### config.mk
export PLATFORM = sky130hd
export DESIGN_NAME = fb_rect_writer_flat
export DESIGN_NICKNAME = d
export VERILOG_FILES = /design/src/rtl/fb_pkg.sv /design/src/rtl/fb_rect_writer_if.sv /design/src/rtl/fb_rect_clip.sv /design/src/rtl/fb_rect_writer.sv /design/src/flat_wrapper.sv
export SDC_FILE = /design/constraint.sdc
export NUM_CORES = 1
export LEC_CHECK = 0
export ABC_CLOCK_PERIOD_IN_PS = 3750
export CORE_MARGIN = 2
export CORE_UTILIZATION = 50
export DETAILED_ROUTE_END_ITERATION = 10
export PLACE_DENSITY = 0.84
export SLEW_MARGIN = 20
export SYNTH_ARGS = -nofsm -noshare
export SYNTH_HDL_FRONTEND = slang
export SYNTH_SLANG_ARGS = --single-unit
### constraint.sdc
create_clock -name clk -period 3.75 [get_ports clk]
set_clock_uncertainty 0.15 [all_clocks]
set_input_delay 0.5625 -clock clk [delete_from_list [all_inputs] [get_ports clk]]
set_output_delay 0.5625 -clock clk [all_outputs]
set_load 0.02 [all_outputs]
### src/rtl/fb_pkg.sv
// fb_pkg: framebuffer geometry, word widths and draw-engine state encoding
// shared by the rectangle writer and the VGA scan-out reader.
package fb_pkg;
    localparam int FB_WIDTH  = 160;
    localparam int FB_HEIGHT = 120;
    localparam int FB_WORDS  = FB_WIDTH * FB_HEIGHT;
    localparam int ADDR_W    = 15;
    localparam int COLOR_W   = 24;

    typedef enum logic [1:0] {ST_IDLE, ST_SETUP, ST_DRAW, ST_DONE} draw_state_t;

    // y*160 as (y<<7)+(y<<5) so no multiplier is inferred.
    function automatic logic [ADDR_W-1:0] row_base_of(input logic [6:0] y);
        return ({8'd0, y} << 7) + ({8'd0, y} << 5);
    endfunction
endpackage

### src/rtl/fb_rect_writer_if.sv
// fb_rect_writer_if: command handshake plus framebuffer write port.
//   master: game-logic side (drives cmd_*, draw_enable; observes writes/status)
//   slave : draw-engine side
interface fb_rect_writer_if;
    import fb_pkg::*;
    logic               cmd_valid;
    logic               cmd_ready;
    logic               cmd_clear;
    logic [7:0]         cmd_x0;
    logic [6:0]         cmd_y0;
    logic [7:0]         cmd_w;
    logic [6:0]         cmd_h;
    logic [COLOR_W-1:0] cmd_color;
    logic               draw_enable;
    logic               wr_en;
    logic [ADDR_W-1:0]  wr_addr;
    logic [COLOR_W-1:0] wr_data;
    logic               busy;
    logic               done;

    modport master (
        output cmd_valid, cmd_clear, cmd_x0, cmd_y0, cmd_w, cmd_h, cmd_color, draw_enable,
        input  cmd_ready, wr_en, wr_addr, wr_data, busy, done
    );
    modport slave (
        input  cmd_valid, cmd_clear, cmd_x0, cmd_y0, cmd_w, cmd_h, cmd_color, draw_enable,
        output cmd_ready, wr_en, wr_addr, wr_data, busy, done
    );
endinterface

### src/rtl/fb_rect_clip.sv
// fb_rect_clip: clip a rectangle command to the frame.
//   in : clear, x0, y0, w, h
//   out: xs/ys (start corner), xe/ye (exclusive end), empty (nothing to draw)
module fb_rect_clip
    import fb_pkg::*;
(
    input  logic       clear,
    input  logic [7:0] x0,
    input  logic [6:0] y0,
    input  logic [7:0] w,
    input  logic [6:0] h,
    output logic [7:0] xs,
    output logic [6:0] ys,
    output logic [7:0] xe,
    output logic [6:0] ye,
    output logic       empty
);
    // 9-bit sums: x0+w can reach 510, which must still compare above the frame width.
    logic [8:0] xsum, ysum;

    always_comb begin
        xsum  = {1'b0, x0} + {1'b0, w};
        ysum  = {2'b0, y0} + {2'b0, h};
        xs    = clear ? 8'd0 : x0;
        ys    = clear ? 7'd0 : y0;
        xe    = clear ? 8'(FB_WIDTH) : 8'(xsum > 9'(FB_WIDTH) ? 9'(FB_WIDTH) : xsum);
        ye    = clear ? 7'(FB_HEIGHT) : 7'(ysum > 9'(FB_HEIGHT) ? 9'(FB_HEIGHT) : ysum);
        empty = !clear && (w == 8'd0 || h == 7'd0 || x0 >= 8'(FB_WIDTH) || y0 >= 7'(FB_HEIGHT));
    end
endmodule

### src/rtl/fb_rect_writer.sv
// fb_rect_writer: rectangle-fill / frame-clear draw engine on the framebuffer write port.
//   clk, rst : clock, synchronous active-high reset
//   bus      : slave side of fb_rect_writer_if (cmd handshake, draw_enable gate,
//              wr_en/wr_addr/wr_data write port, busy/done status)
module fb_rect_writer
    import fb_pkg::*;
(
    input logic             clk,
    input logic             rst,
    fb_rect_writer_if.slave bus
);
    draw_state_t       state;
    logic              lat_clear;
    logic [7:0]        lat_x0, lat_w;
    logic [6:0]        lat_y0, lat_h;
    logic [7:0]        xs, xe, x, x_start, x_end;
    logic [6:0]        ys, ye, y, y_end;
    logic              empty;
    logic [ADDR_W-1:0] row_base;

    fb_rect_clip u_clip (
        .clear (lat_clear),
        .x0    (lat_x0),
        .y0    (lat_y0),
        .w     (lat_w),
        .h     (lat_h),
        .xs    (xs),
        .ys    (ys),
        .xe    (xe),
        .ye    (ye),
        .empty (empty)
    );

    // Stalls are immediate: a low draw_enable suppresses the strobe in the same cycle.
    assign bus.wr_en = (state == ST_DRAW) && bus.draw_enable;

    always_ff @(posedge clk) begin
        if (rst) begin
            state         <= ST_IDLE;
            bus.cmd_ready <= 1'b1;
            bus.wr_addr   <= '0;
            bus.wr_data   <= '0;
            bus.busy      <= 1'b0;
            bus.done      <= 1'b0;
        end else begin
            case (state)
                ST_IDLE: if (bus.cmd_valid) begin
                    lat_clear     <= bus.cmd_clear;
                    lat_x0        <= bus.cmd_x0;
                    lat_y0        <= bus.cmd_y0;
                    lat_w         <= bus.cmd_w;
                    lat_h         <= bus.cmd_h;
                    bus.wr_data   <= bus.cmd_color;
                    bus.cmd_ready <= 1'b0;
                    bus.busy      <= 1'b1;
                    state         <= ST_SETUP;
                end
                ST_SETUP: begin
                    x           <= xs;
                    y           <= ys;
                    x_start     <= xs;
                    x_end       <= xe;
                    y_end       <= ye;
                    row_base    <= row_base_of(ys);
                    bus.wr_addr <= row_base_of(ys) + {7'd0, xs};
                    bus.done    <= empty;
                    state       <= empty ? ST_DONE : ST_DRAW;
                end
                ST_DRAW: if (bus.draw_enable) begin
                    if (x == x_end - 8'd1) begin
                        if (y == y_end - 7'd1) begin
                            bus.done <= 1'b1;
                            state    <= ST_DONE;
                        end else begin
                            x           <= x_start;
                            y           <= y + 7'd1;
                            row_base    <= row_base + 15'(FB_WIDTH);
                            bus.wr_addr <= row_base + 15'(FB_WIDTH) + {7'd0, x_start};
                        end
                    end else begin
                        x           <= x + 8'd1;
                        bus.wr_addr <= bus.wr_addr + 15'd1;
                    end
                end
                default: begin
                    bus.done      <= 1'b0;
                    bus.busy      <= 1'b0;
                    bus.cmd_ready <= 1'b1;
                    state         <= ST_IDLE;
                end
            endcase
        end
    end
endmodule

### src/flat_wrapper.sv
// flat-port wrapper written by rule: the top's interface ports become plain ports
module fb_rect_writer_flat import fb_pkg::*;
  (clk, rst, bus_cmd_valid, bus_cmd_clear, bus_cmd_x0, bus_cmd_y0, bus_cmd_w, bus_cmd_h, bus_cmd_color, bus_draw_enable, bus_cmd_ready, bus_wr_en, bus_wr_addr, bus_wr_data, bus_busy, bus_done);
  fb_rect_writer_if bus_i ();
  input logic clk;
  input logic rst;
  input wire logic [$bits(bus_i.cmd_valid)-1:0] bus_cmd_valid;
  input wire logic [$bits(bus_i.cmd_clear)-1:0] bus_cmd_clear;
  input wire logic [$bits(bus_i.cmd_x0)-1:0] bus_cmd_x0;
  input wire logic [$bits(bus_i.cmd_y0)-1:0] bus_cmd_y0;
  input wire logic [$bits(bus_i.cmd_w)-1:0] bus_cmd_w;
  input wire logic [$bits(bus_i.cmd_h)-1:0] bus_cmd_h;
  input wire logic [$bits(bus_i.cmd_color)-1:0] bus_cmd_color;
  input wire logic [$bits(bus_i.draw_enable)-1:0] bus_draw_enable;
  output wire logic [$bits(bus_i.cmd_ready)-1:0] bus_cmd_ready;
  output wire logic [$bits(bus_i.wr_en)-1:0] bus_wr_en;
  output wire logic [$bits(bus_i.wr_addr)-1:0] bus_wr_addr;
  output wire logic [$bits(bus_i.wr_data)-1:0] bus_wr_data;
  output wire logic [$bits(bus_i.busy)-1:0] bus_busy;
  output wire logic [$bits(bus_i.done)-1:0] bus_done;
  assign bus_i.cmd_valid = bus_cmd_valid;
  assign bus_i.cmd_clear = bus_cmd_clear;
  assign bus_i.cmd_x0 = bus_cmd_x0;
  assign bus_i.cmd_y0 = bus_cmd_y0;
  assign bus_i.cmd_w = bus_cmd_w;
  assign bus_i.cmd_h = bus_cmd_h;
  assign bus_i.cmd_color = bus_cmd_color;
  assign bus_i.draw_enable = bus_draw_enable;
  assign bus_cmd_ready = bus_i.cmd_ready;
  assign bus_wr_en = bus_i.wr_en;
  assign bus_wr_addr = bus_i.wr_addr;
  assign bus_wr_data = bus_i.wr_data;
  assign bus_busy = bus_i.busy;
  assign bus_done = bus_i.done;
  fb_rect_writer u_core (.clk(clk), .rst(rst), .bus(bus_i));
endmodule
### Yosys cells after proc, flatten, opt, wreduce, memory -nomap -nowiden

Cells that the tools add are included.

| storage, ports and cells | value |
|---|---|
| flip-flop bits (word level) | 128 |
| input bits | 59 |
| output and inout port bits | 43 |
| word-level logic and storage cells | 99 |

| operators by class | value |
|---|---|
| add/subtract/negate cells | 11 |
| $lt $le $gt $ge | 4 |
| equality and inequality tests | 10 |
| muxes and demuxes | 32 |
| bitwise operators | 3 |
| reduce and logical (&&, ||, !) cells | 22 |

Operators with widths:

| operator | count |
|---|---|
| $mux 15 | 6 |
| $pmux 15 s2 | 2 |
| $mux 8 | 4 |
| $add 15x8->15 | 2 |
| $mux 7 | 4 |
| $pmux 8 s2 | 1 |
| $add 14x12->15 | 1 |
| $add 15x1->15 const B | 1 |
| $add 15x8->15 const B | 1 |
| $pmux 7 s2 | 1 |
| $reduce_and 4->1 | 3 |
| $ne 2x2->1 const B | 5 |
| $add 8x8->9 | 1 |
| $gt 9x8->1 const B | 1 |
| $add 7x7->8 | 1 |
| $add 8x1->8 const B | 1 |
| $eq 8x8->1 | 1 |
| $ge 8x8->1 const B | 1 |
| $gt 8x7->1 const B | 1 |
| $logic_not 8->1 | 1 |
| $mux 2 | 4 |
| $sub 8x1->8 const B | 1 |
| $add 7x1->7 const B | 1 |
| $eq 7x7->1 | 1 |
| other kinds (20) | 36 |

### Logic depth before layout (Yosys ltp)

| depth | value |
|---|---|
| depth after elaboration | 7 |
| gate-level depth with buffers | 13 |
| mapped depth without buffers | 10 |

### By module

Synthesis repeated with hierarchy kept, for this count alone.

| unflattened totals | value |
|---|---|
| cell total of the unflattened synthesis | 798 |
| area, all modules | 7701.1 um^2 |

By module, submodules not included:

| module | times used | cells an instance | area an instance (um^2) | sequential area each (um^2) |
|---|---|---|---|---|
| fb_rect_writer | 1 | 660 | 6693.9 | 3253.1 |
| fb_rect_clip | 1 | 138 | 1007.2 | 0.0 |

### Least setup slack after synthesis

OpenSTA, ideal clock, no wires.

| timing | value |
|---|---|
| path type | register -> register |
| start | register u_core.lat_clear |
| end | register u_core.bus.wr_addr[13] |
| library setup time | 122 ps |
| data arrival time | 3353 ps |
| required time | 3478 ps |
| path slack | 126 ps |
| cell stages (with the launch flop) | 14 |
| buffers on the path | 4 |
| period minus slack after synthesis | 3624 ps |
| cell sequence | edfxtp_1 > clkbuf_1 > clkbuf_1 > clkbuf_1 > nor2b_1 > ha_1 > clkbuf_1 > maj3_1 > or3_1 > nor3_1 > nor3_1 > nor3_1 > mux2_2 > o311a_1 |

| on the way | value |
|---|---|
| longest elaborated chain between the ends | 4 |
| elaborated cells on any way between the ends | 5 |
| those cells by class | 2 x add/sub; 3 x mux |

RTL lines:

| what | RTL line | text |
|---|---|---|
| from (decl) | fb_rect_writer.sv:13 | `logic lat_clear;` |
| from (signal assigned) | fb_rect_writer.sv:48 | `lat_clear <= bus.cmd_clear;` |
| $mux 7 | fb_rect_clip.sv:25 | `ys = clear ? 7'd0 : y0;` |
| $add 14x12->15 | fb_pkg.sv:14 | `return ({8'd0, y} << 7) + ({8'd0, y} << 5);` |
| $add 15x8->15 * | fb_rect_writer.sv:65 | `bus.wr_addr <= row_base_of(ys) + {7'd0, xs};` |
| $pmux 15 s2 * | fb_rect_writer.sv:46 | `case (state)` |
| to (signal assigned) | fb_rect_writer.sv:65 |  |
| to (signal assigned) | fb_rect_writer.sv:78 | `bus.wr_addr <= row_base + 15'(FB_WIDTH) + {7'd0, x_start};` |
| to (signal assigned) | fb_rect_writer.sv:82 | `bus.wr_addr <= bus.wr_addr + 15'd1;` |
| to (decl) | fb_rect_writer_if.sv:27 | `output cmd_ready, wr_en, wr_addr, wr_data, busy, done` |

Mark *: on every way between the ends. The rest lies on a longest branch, timed or not.
A chain may end at the register's enable or synchronous reset.

### Worst setup path in the final report

| timing | value |
|---|---|
| start | register u_core.lat_y0[2] |
| end | register u_core.bus.wr_addr[13] |

| on the way | value |
|---|---|
| longest elaborated chain between the ends | 4 |

RTL lines:

| what | RTL line | text |
|---|---|---|
| from (decl) | fb_rect_writer.sv:15 | `logic [6:0] lat_y0, lat_h;` |
| from (signal assigned) | fb_rect_writer.sv:50 | `lat_y0 <= bus.cmd_y0;` |
| $mux 7 | fb_rect_clip.sv:25 |  |
| $add 14x12->15 | fb_pkg.sv:14 |  |
| $add 15x8->15 | fb_rect_writer.sv:65 |  |
| $pmux 15 s2 | fb_rect_writer.sv:46 |  |

Every way passes these cells.

==> impl_metrics.toml <==
[run_status]
status = "finished, final reports clean"

[placed_design]
pre_cts_ws_ps = 547.1
gp_congestion = 0.8701
port_buffers = 101
place_inst = 1022
hpwl_mm = 12.79

[timing]
rsz0062_at_grt = "false"
relSlewSlack_pct = 45.02
min_period_ps = 3235
hold_viol_final = 0
timing.final.ws_setup_ps = 514.8
max_freq_ghz = 0.3091
setup-violations-final = 0
setup_tns_ps = 0
drv_slew = 0
finalCritPeriodShare_pct = 86.27
max_slew.worst_pin.slew_ps = 824.7

[worst_setup_path]
cp_num_buf_inv = 0
start_kind = "flip-flop"
cpLargestDelayFamily = "simple AND/OR/NAND/NOR gates"
cp_slowest_cell = "edfxtp_1"
critPathCaptureType = "flip-flop"
crit_fanout = 6
critical_path.max_stage_delay_ps = 490
worstPathRequired_ps = 3900
crit_arrival_ps = 3380
crit_chain = "nor2b_1 > ha_1 > ha_1 > or2_2 > and3b_1 > o211a_1 > nor3_1 > nor3_1 > mux2_2 > o311a_1"
crit_type = "flip-flop to flip-flop"

[clocking]
cts_buffers = 17
clkTransAtPathRegs_ps = 60
ctsResizeCount = 0
clk_latency_ps = 420
clock_path_buffers = 2
cts_tree = "done"
cts.sinks = 123
ctsHoldBuffers = 0
htreeDepth = 4
postCtsSetupBuffers = 0
clockRootBuffer = "clkbuf_16"

[pwr]
power.share.sequential_pct = 35.3
p_switching_mw = 2.156
netSwitchingFraction_pct = 36.70
leakage_nw = 3.326
power_density_nw_per_um2 = 647.1
p_int_mw = 3.718
clock_power_share_pct = 25.9
ir_drop_uv = 341.5
power_frac_comb_pct = 38.8

[routing]
vias = 6033
drtIter0Drc = 449
drt_pass1_iterations = 5
route.detailed.drc = 0
wl_mm = 17.39
vias_per_cell = 5.724
ant_nets = 0
wire_per_inst_um = 16.50

[synthesis]
synth_area_leaders = "edfxtp_1, dfxtp_1, ha_1, xnor2_1, nand2_1"
postSynthAreaPerCell_sq_um = 9.669
ys_ff_latch = 123
synth_warnings = 0
synth.distinct_cells = 72
synth_largest_area_cell = "edfxtp_1"
synth.top_cells.by_count = "nand2_1, edfxtp_1, a21oi_1"
synth.most_common_cell = "nand2_1"
synth_edf_count = 79
synth-async-reset-ratio_pct = 0
postSynthCellCount = 752
synth_flop_cell = "edfxtp_1"
yosysTopAreaCellShare_pct = 32.63
netlist_area_sq_um = 7271
yosysSeqAreaShare_pct = 44.74
synth_nets = 848

[floorplanning]
die_h_um = 124.6
io_pins = 102
die_area_sq_um = 15520
die_x_um = 124.6
row_count = 44
coreArea_sq_um = 14370
start_util_pct = 50.60

[global_routing]
grt_first_pass_wirelength_mm = 28.91
antenna_found_initial = 0
grt_max_degree = 32
grt_pass1_vias = 5931
track_usage_pct = 23.03
grt_overflow = 0

[finish]
fin_nets = 953
syn_to_final_growth_pct = 24.87
diodes = 0
fin_cells = 1054
drive_gt1_share_pct = 7.471

[job]
drv_cap = 0

[worst_hold_path]
hp-class = "flip-flop to flip-flop"
==> worst reg2reg max path, stage by stage (launching register included) <==
cell and delay [ps]:
edfxtp_1 490, nor2b_1 210, ha_1 280, ha_1 240
or2_2 320, and3b_1 190, o211a_1 220, nor3_1 360
nor3_1 110, mux2_2 290, o311a_1 280
==> path summary, 6_finish.rpt <==
path,slack [ps],cells past startpoint,end,start
max reg2reg,510,10,u_core.bus.wr_addr[13],u_core.lat_y0[2]
min,300,2,u_core.bus.wr_data[3],u_core.bus.wr_data[3]
min reg2reg,300,2,u_core.bus.wr_data[3],u_core.bus.wr_data[3]
max,510,10,u_core.bus.wr_addr[13],u_core.lat_y0[2]
==> logic make-up after synthesis <==
kind of cell | synth area share [%]
buffers and inverters | 3.321
and+or+nand+nor | 18.19
DFF | 44.74
muxes | 1.583
xor gates and xnor gates | 8.553
AOI/OAI and AO/OA | 16.52
adders and majority gates | 7.090
==> per-layer routing <==
metal	vias to the layer above	global-route usage, %	wire [um]
met3	34	5.584	913
met5	-	0	0
met4	0	8.857	417
met1	2860	29.67	7691
met2	179	37.58	8368
li1	2960	-	-
==> flip-flops by register name (all words and copies together), names as in the netlist, 2 cells and up <==
signal / flops
u_core.bus.wr_addr: 15
u_core.bus.wr_data: 24
u_core.lat_h: 7
u_core.lat_w: 8
u_core.lat_x0: 8
u_core.lat_y0: 7
u_core.row_base: 10
u_core.state: 2
u_core.x: 8
u_core.x_end: 8
u_core.x_start: 8
u_core.y: 7
u_core.y_end: 7
==> cell usage in the layout, fill, tap and decap left out, types with 5 or more instances in the layout <==
| master | Yosys | routed |
|---|---|---|
| clkdlybuf4s50_1 | 0 | 101 |
| nand2_1 | 93 | 93 |
| edfxtp_1 | 79 | 79 |
| a21oi_1 | 59 | 59 |
| xnor2_1 | 46 | 46 |
| dfxtp_1 | 44 | 44 |
| nor2_1 | 44 | 43 |
| ha_1 | 34 | 34 |
| nand3_1 | 26 | 26 |
| inv_1 | 25 | 25 |
| xor2_1 | 25 | 25 |
| o21ai_0 | 19 | 19 |
| clkbuf_16 | 0 | 19 |
| buf_4 | 2 | 19 |
| nor3_1 | 16 | 16 |
| nor2b_1 | 16 | 15 |
| a21o_1 | 15 | 15 |
| a31oi_1 | 13 | 13 |
| o21bai_1 | 10 | 10 |
| a211oi_1 | 10 | 10 |
| o21ai_1 | 9 | 9 |
| or3_1 | 9 | 9 |
| nand2b_1 | 8 | 8 |
| mux2i_1 | 7 | 7 |
| o211ai_1 | 7 | 7 |
| and3b_1 | 6 | 6 |
| nand4_1 | 6 | 6 |
| nor4_1 | 6 | 6 |
| or2_2 | 5 | 5 |
| o2111ai_1 | 5 | 5 |
| and3_1 | 5 | 5 |
==> area by class of cell <==
cell class                      instances  area [sq um]
Tap cell                              184         230.2
Inverter                               27         101.3
Timing Repair Buffer                  120          1154
Sequential cell                       123          3253
Multi-Input combinational cell        568          3781
Clock buffer                           22         496.7
Clock inverter                         10         62.56
Fill cell                            1124          5290
==> per-stage QoR <==
| step | utilization [%] | cell area, sq um | power, mW | hold slack (ps) |
|---|---|---|---|---|
| final | 63.18 | 9079 | 5.875 | 301.4 |
| after global routing | 63.18 | 9079 | 6.233 | 320.5 |
| after CTS | 63.18 | 9079 | 5.896 | 304.0 |
| after detailed placement | 59.29 | 8519 | 4.346 | 292.8 |
| after global placement | 59.29 | 8519 | 4.279 | 285.6 |
| after floorplan | - | 7271 | 3.599 | 356.5 |
==> power by group through the flow <==
stage | clock [mW] | sequential, mW | combinational, mW
3_3_place_gp | 0 | 2.08 | 2.20
5_1_grt | 1.61 | 2.11 | 2.51
2_1_floorplan | 0 | 2.17 | 1.43
6_report | 1.52 | 2.07 | 2.28
3_5_place_dp | 0 | 2.09 | 2.25
4_1_cts | 1.55 | 2.07 | 2.28
No activity file was read; power rests on OpenSTA's default activity.
